File: src/rtl/complex_mag_squared_seq_pkg.sv
// Shared definitions for the absolute-value path: FSM state encodings and default widths.
// The square_root_cal benches import the same constants so both blocks agree on widths.
package complex_mag_squared_seq_pkg;

   typedef enum logic [1:0] {
      IDLE = 2'b00,
      CALC = 2'b01,
      DONE = 2'b10
   } state_t;

   localparam int DEFAULT_DATA_WIDTH        = 16;
   localparam int DEFAULT_OUTPUT_DATA_WIDTH = 32;

endpackage

File: src/rtl/complex_mag_squared_seq_signed_to_magnitude.sv
// Two's-complement to unsigned magnitude; the most negative input maps to 2^(W-1),
// which is representable because the output is unsigned.
module signed_to_magnitude #(
   parameter int DATA_WIDTH = 16
) (
   input  logic signed [DATA_WIDTH-1:0] value,
   output logic        [DATA_WIDTH-1:0] magnitude
);

   always_comb begin
      magnitude = value[DATA_WIDTH-1] ? (~value + 1'b1) : value;
   end

endmodule

File: src/rtl/complex_mag_squared_seq.sv
// Bit-serial |Re|^2 + |Im|^2: one shift-add step per enabled clock into a single accumulator,
// with valid/ready handshakes on the sample input and on the result output.
module complex_mag_squared_seq
   import complex_mag_squared_seq_pkg::*;
#(
   parameter int DATA_WIDTH        = DEFAULT_DATA_WIDTH,
   parameter int OUTPUT_DATA_WIDTH = DEFAULT_OUTPUT_DATA_WIDTH
) (
   input  logic                                clock,
   input  logic                                reset,
   input  logic                                enable,
   input  logic signed [DATA_WIDTH-1:0]        dataInRe,
   input  logic signed [DATA_WIDTH-1:0]        dataInIm,
   input  logic                                inputValid,
   output logic                                inputReady,
   output logic        [OUTPUT_DATA_WIDTH-1:0] dataOut,
   output logic                                outputValid,
   input  logic                                outputReady
);

   localparam int CNT_W = $clog2(DATA_WIDTH);
   localparam logic [CNT_W-1:0] LAST_BIT = CNT_W'(DATA_WIDTH - 1);

   state_t                         state;
   state_t                         state_next;
   logic [DATA_WIDTH-1:0]          mag_re;
   logic [DATA_WIDTH-1:0]          mag_im;
   logic [DATA_WIDTH-1:0]          mag_a;
   logic [DATA_WIDTH-1:0]          mag_b;
   logic [DATA_WIDTH-1:0]          mag_a_next;
   logic [DATA_WIDTH-1:0]          mag_b_next;
   logic [OUTPUT_DATA_WIDTH-1:0]   acc;
   logic [OUTPUT_DATA_WIDTH-1:0]   acc_next;
   logic [OUTPUT_DATA_WIDTH-1:0]   acc_sum;
   logic [OUTPUT_DATA_WIDTH-1:0]   term_a;
   logic [OUTPUT_DATA_WIDTH-1:0]   term_b;
   logic [OUTPUT_DATA_WIDTH-1:0]   result;
   logic [OUTPUT_DATA_WIDTH-1:0]   result_next;
   logic [CNT_W-1:0]               counter;
   logic [CNT_W-1:0]               counter_next;
   logic                           valid;
   logic                           valid_next;

   signed_to_magnitude #(.DATA_WIDTH(DATA_WIDTH)) u_mag_re (
      .value     (dataInRe),
      .magnitude (mag_re)
   );

   signed_to_magnitude #(.DATA_WIDTH(DATA_WIDTH)) u_mag_im (
      .value     (dataInIm),
      .magnitude (mag_im)
   );

   // Each magnitude bit set at position i contributes mag << i, so DATA_WIDTH steps yield mag*mag.
   always_comb begin
      term_a  = mag_a[counter] ? (OUTPUT_DATA_WIDTH'(mag_a) << counter) : '0;
      term_b  = mag_b[counter] ? (OUTPUT_DATA_WIDTH'(mag_b) << counter) : '0;
      acc_sum = acc + term_a + term_b;
   end

   always_comb begin
      state_next   = state;
      mag_a_next   = mag_a;
      mag_b_next   = mag_b;
      acc_next     = acc;
      counter_next = counter;
      result_next  = result;
      valid_next   = valid;
      if (enable) begin
         case (state)
            IDLE: begin
               if (inputValid) begin
                  mag_a_next   = mag_re;
                  mag_b_next   = mag_im;
                  acc_next     = '0;
                  counter_next = '0;
                  state_next   = CALC;
               end
            end
            CALC: begin
               acc_next     = acc_sum;
               counter_next = counter + 1'b1;
               if (counter == LAST_BIT) begin
                  result_next = acc_sum;
                  valid_next  = 1'b1;
                  state_next  = DONE;
               end
            end
            DONE: begin
               if (outputReady) begin
                  valid_next = 1'b0;
                  state_next = IDLE;
               end
            end
            default: begin
               // An illegal encoding discards everything and restarts from a clean IDLE.
               state_next   = IDLE;
               mag_a_next   = '0;
               mag_b_next   = '0;
               acc_next     = '0;
               counter_next = '0;
               result_next  = '0;
               valid_next   = 1'b0;
            end
         endcase
      end
   end

   always_ff @(posedge clock or posedge reset) begin
      if (reset) begin
         state <= IDLE;
      end else begin
         state <= state_next;
      end
   end

   always_ff @(posedge clock or posedge reset) begin
      if (reset) begin
         mag_a   <= '0;
         mag_b   <= '0;
         acc     <= '0;
         counter <= '0;
         result  <= '0;
         valid   <= 1'b0;
      end else begin
         mag_a   <= mag_a_next;
         mag_b   <= mag_b_next;
         acc     <= acc_next;
         counter <= counter_next;
         result  <= result_next;
         valid   <= valid_next;
      end
   end

   assign inputReady  = enable && (state == IDLE);
   assign dataOut     = result;
   assign outputValid = valid;

endmodule

File: config.mk
export PLATFORM = sky130hd
export DESIGN_NAME = complex_mag_squared_seq
export DESIGN_NICKNAME = d
export VERILOG_FILES = /design/src/rtl/complex_mag_squared_seq_pkg.sv /design/src/rtl/complex_mag_squared_seq_signed_to_magnitude.sv /design/src/rtl/complex_mag_squared_seq.sv
export SDC_FILE = /design/constraint.sdc
export NUM_CORES = 1
export LEC_CHECK = 0
export ABC_AREA = 0
export BUFFER_PORTS_ARGS = -buffer_cell sky130_fd_sc_hd__buf_4
export CAP_MARGIN = 40
export CORE_MARGIN = 2
export CORE_UTILIZATION = 56
export CTS_CLUSTER_DIAMETER = 80
export DETAILED_ROUTE_END_ITERATION = 16
export GPL_TIMING_DRIVEN = 0
export HOLD_SLACK_MARGIN = 0.08
export PLACE_DENSITY_LB_ADDON = 0.25
export SYNTH_ARGS = -nofsm -noshare
export SYNTH_HDL_FRONTEND = slang
export SYNTH_HIERARCHICAL = 1
export SYNTH_SLANG_ARGS = --single-unit
File: constraint.sdc
create_clock -name clock -period 4.65 [get_ports clock]
set_input_delay 0.2325 -clock clock [delete_from_list [all_inputs] [get_ports clock]]
set_output_delay 0.2325 -clock clock [all_outputs]
set_load 0.005 [all_outputs]
After elaboration in Yosys (flattened, before gate mapping)
Cells that the tools add are included.
- add/sub/neg operators: 5
- order comparisons: 1
- equality and inequality tests: 6
- shift-type cells: 2
- muxes and demuxes: 25
- bitwise operators: 6
- reductions and logical operators: 9
- operators by type and width (operator ; number):
    $mux 32 ; 4
    $pmux 32 s3 ; 1
    $add 32x32->32 ; 2
    $mux 16 ; 4
    $pmux 16 s2 ; 2
    $pmux 32 s2 ; 1
    $shl 16x4->32 ; 2
    $add 16x1->16 const B ; 2
    $not 16->16 ; 2
    $pmux 4 s3 ; 1
    $reduce_and 3->1 ; 3
    $bmux 1 s4 ; 2
    $reduce_and 4->1 ; 2
    $mux 2 ; 3
    $ne 2x2->1 const B ; 3
    $pmux 2 s3 ; 1
    $lt 4x5->1 const B ; 1
    $add 4x1->4 const B ; 1
    $eq 4x4->1 const B ; 1
    $mux 1 ; 4
    $mux 4 ; 1
    $not 1->1 ; 4
    $reduce_or 2->1 ; 2
    $pmux 1 s3 ; 1
    4 further kinds ; 4
- register bits: 103
- bits of input ports: 37
- output and inout port bits: 34
- logic and storage cells: 61

Depth between registers and ports, before layout
- depth in word-level cells: 7
- depth in mapped cells: 23
- depth with buffers taken out: 19

Modules after synthesis
Netlist, hierarchy kept.
- by module, submodules not included (module ; times used ; cells an instance ; area each (µm²) ; seq. area each (µm²)):
    complex_mag_squared_seq ; 1 ; 968 ; 8145.3 ; 2577.5
    signed_to_magnitude ; 2 ; 48 ; 365.4 ; 0.0

Least setup slack after synthesis
Ideal clock, no wire load.
- path type: register to register
- start point: register counter[0]
- end point: register acc[26]
- setup time: 0.121 ns
- arrival time: 4.463 ns
- required time: 4.529 ns
- slack: 0.066 ns
- stages on the path, launching flop included: 21
- buffers on the path: 5
- clock period less this slack: 4.584 ns
- cells stage by stage: dfrtp_1 > buf_4 > mux4_2 > nor2_1 > or3_1 > buf_2 > and2_1 > clkbuf_1 > buf_2 > a211oi_1 > fa_1 > ha_1 > clkbuf_1 > a21o_1 > a211oi_1 > o211ai_2 > a41oi_4 > nor2_2 > a21o_1 > xor2_1 > a22o_1
- word-level cells in the longest chain between the ends: 6
- elaborated cells on any way between the ends: 11
- classes of those cells: add/sub: 2; shift: 2; mux: 7
- RTL lines (item ; RTL line ; text):
    start: declaration ; complex_mag_squared_seq.sv:39 ; logic [CNT_W-1:0] counter;
    start signal: assignment ; complex_mag_squared_seq.sv:129 ; counter <= counter_next;
    $bmux 1 s4 ; complex_mag_squared_seq.sv:56 ; term_a = mag_a[counter] ? (OUTPUT_DATA_WIDTH'(mag_a) << counter) : '0;
    $mux 1 (not written as such) ; complex_mag_squared_seq.sv:56 ;
    $mux 32 ; complex_mag_squared_seq.sv:56 ;
    $add 32x32->32 ; complex_mag_squared_seq.sv:58 ; acc_sum = acc + term_a + term_b;
    $add 32x32->32 * ; complex_mag_squared_seq.sv:58 ;
    $pmux 32 s3 * ; complex_mag_squared_seq.sv:70 ; case (state)
    end signal: assignment ; complex_mag_squared_seq.sv:128 ; acc <= acc_next;
    end: declaration ; complex_mag_squared_seq.sv:32 ; logic [OUTPUT_DATA_WIDTH-1:0] acc;
Mark *: on every way between the ends. The rest lies on a longest branch, timed or not. The select of a mux whose other input is x is not followed.
A chain may end at the register's enable or synchronous reset.

Final worst setup path
- start point: register counter[2]
- end point: register acc[27]
The elaborated chain is that of the path after synthesis.

==> metrics.txt <==
status=complete, no violations; max_cap viols=0; H-Tree Depth=3; WL/cell=19.3 um; Global Route Usage Sum=31.6%; Switching Share=46.3%; Final HPWL DP=20.0 mm; final hold vios=0; kind of critical path=reg -> reg; Lkg Pwr=4.82 nW; DR vias=8374; clock skew=9.44 ps; Synthesis Warnings=6; Synth Register Bits=103; count of different cell masters after synthesis=59; nets=1282; initial antenna violation count=0; worst reg2reg startpoint=counter[2]$_DFFE_PP0P_; Die Ht=130 um; Slew headroom=32.5%; Max IR drop VDD=394 uV; combinational share of power=59.1%; design area=11200 um^2; Placer Congestion=0.949; fin crit share=99.7%; largest net degree at the start of global routing=53; final setup fails=0; share of cells above drive strength 1=26.9%; worst-margin pin slew=1010 ps; PD cells=463 nW/um^2; Internal=0.00278 W; CP Launch Type=flip-flop; largest cells by area after synthesis=dfrtp_1 (29%), nand2_1 (8.1%), fa_1 (7.2%); fmax=0.216 GHz; Slew Limit Fails=0; NetSw=0.00240 W; clock network fraction of total power=15.5%; vias in the first global route=7867; Area Overhead vs Synth=26.1%; cells on worst reg2reg path=14; CORE AREA=15700 um^2; crit path capture=acc[27]$_DFFE_PP0P_; Syn Area/Cell=8.34 um^2; CTS clk-pin slew, worst paths=70 ps; # diodes=0; sequential share of the synthesized area=29.0%; Final ANT Viol Nets=0; Placement Rows=46; top-count cell post-synth=nand2_1; 1st-iter DRT viols=693; Post-Route WL=26.9 mm; DR vias/cell=5.99; crit path launch=counter[2]$_DFFE_PP0P_; post-synth top area share=29.0%; Worst Setup End Kind=flip-flop; Critical Path AT=4900 ps; Port-buffer cells=70; total negative slack=0 ps; Die Wd=130 um; Top FF cell, synth=dfrtp_1; minimum clock period=4640 ps; end of the worst register-to-register path=acc[27]$_DFFE_PP0P_; Starting Density=56.5%; DRC viols=0; CP Data Required Time=4920 ps; Mapped Cells=1064; Root Driver=clkbuf_16; Synthesized Nets=1169; CTS tree=done; Mapped Area=8880 um^2; Hold Crit Class=in -> reg; asr flop ratio synth=100%; CP Max Fanout=10; CTS max path bufs=2; post-placement cell area=9700 um^2; die area=16900 um^2; RSZ-0062 raised after global routing=yes; num ports=71; Flop pwr share=25.4%; Worst-Skew Late Latency=370 ps; worst reg2reg setup slack=10 ps; number of synthesized flops with an enable pin=0; GRT overflow=0; DRT Pass-1 Iters=5; global-route wire length before repair=41.1 mm; CTS Buf Count=9; Fin Hold WS=176 ps; hold path startpoint=dataInRe[12]; clk sinks=103; area leader, netlist=dfrtp_1; synth cell count leaders=nand2_1 (191), dfrtp_1 (103), nor2_1 (97), a21oi_1 (60), o21ai_0 (57)
cell type report:
type                            instances  area, um^2
Fill cell                            1219        4520
Clock buffer                           11         243
Clock inverter                          5        63.8
Multi-Input combinational cell        863        6610
Tap cell                              216         270
Inverter                               17        70.1
Timing Repair Buffer                  107         912
Sequential cell                       103        2580
Buffer                                 76         447
repair_timing:
| item | 4_1_cts | 5_1_grt |
|---|---|---|
| pin swaps | 7 | 42 |
| setup buffers | 6 | 24 |
| hold buffers | 1 | 0 |
| gates resized for setup | 73 | 140 |
| gates cloned | 0 | 5 |
| hold endpoints to repair | 51 | 0 |
| endpoints found under the setup margin | 34 | 21 |
logic make-up (layout without fill, tap and decap cells):
kind of cell | count (synthesis) | in the layout | synth area share (%)
AO/OA/AOI/OAI | 255 | 255 | 19.0
AND/OR/NAND/NOR | 428 | 428 | 21.4
adder cells (fa/ha/maj) | 68 | 68 | 12.3
flip-flops | 103 | 103 | 29.0
buffers and inverters | 98 | 216 | 4.48
multiplexers | 60 | 60 | 8.63
XOR/XNOR | 52 | 52 | 5.13
state kept, by name (all words and copies together) (netlist names):
name and flops:
dataOut 32, state 2, counter 4, mag_b 16, acc 32, outputValid 1
mag_a 16
per-layer routing:
layer	global-route usage [%]	share of wire, %
met5	0	0
met4	15.9	4.8
met3	3.65	4.7
met2	52.1	48
met1	41.4	43
worst max-delay path: stages (launching register included):
cell and delay [ps]:
dfrtp_1 570, clkbuf_2 350, buf_2 300, clkbuf_2 300, a21oi_2 140, a211oi_2 380, fa_1 490, ha_2 400
nand2_1 110, or3_1 370, o211a_1 270, o21ai_2 220, a41oi_2 170, xor2_2 210, o31ai_1 250
worst min-delay path by stage:
stage | cells after the start | to
floorplan | 3 | mag_a[2]$_DFFE_PP0P_
global placement | 2 | dataOut[12]$_DFFE_PP0P_
detailed placement | 2 | dataOut[0]$_DFFE_PP0P_
CTS | 4 | mag_a[12]$_DFFE_PP0P_
global route | 4 | mag_a[8]$_DFFE_PP0P_
finish | 4 | mag_a[12]$_DFFE_PP0P_
per-stage QoR:
| step | instances | setup slack [ps] | total power (W) | utilization (%) |
|---|---|---|---|---|
| 2_1_floorplan | 1064 | 66.0 | 0.00287 | - |
| 3_3_place_gp | 1350 | -688 | 0.00358 | 61.6 |
| 3_5_place_dp | 1351 | -693 | 0.00361 | 61.7 |
| 4_1_cts | 1370 | 7.77 | 0.00456 | 65.7 |
| 5_1_grt | 1398 | -66.4 | 0.00548 | 71.2 |
| 6_report | 1398 | 14.7 | 0.00518 | 71.2 |
placed cells by master, fill, tap and decap left out, types with 7 or more instances in the layout:
master	synthesis	final
o21ai_0	57	51
mux2i_1	36	20
ha_1	36	22
o21ai_1	38	35
nand2_1	191	186
dfrtp_1	103	101
a21oi_1	60	40
nor2b_1	10	10
nand3_1	51	50
o31ai_1	12	11
fa_1	32	30
and2_1	19	15
clkbuf_1	55	45
mux2i_2	0	11
or2_2	7	7
nor2_1	97	87
mux4_2	12	12
mux2_2	9	12
clkbuf_16	0	13
a21oi_2	1	18
a211oi_4	0	8
o21ai_2	1	10
a21o_1	11	11
or3_1	13	13
xnor2_1	38	37
xor2_1	14	13
nor2_2	1	8
o41ai_2	8	8
a211oi_2	0	13
nor3_1	7	7
ha_4	0	10
a22o_1	10	10
nand4_1	7	7
nand2b_1	10	10
inv_1	15	14
buf_4	3	103
power groups by stage:
stage | sequential, W | clock [W] | combinational (W)
floorplan | 0.00124 | 0 | 0.00164
detailed placement | 0.00131 | 0 | 0.00230
global route | 0.00135 | 0.000842 | 0.00329
global placement | 0.00130 | 0 | 0.00228
finish | 0.00132 | 0.000804 | 0.00306
CTS | 0.00130 | 0.000811 | 0.00245
Note: power is estimated with default switching activity, not from simulation.
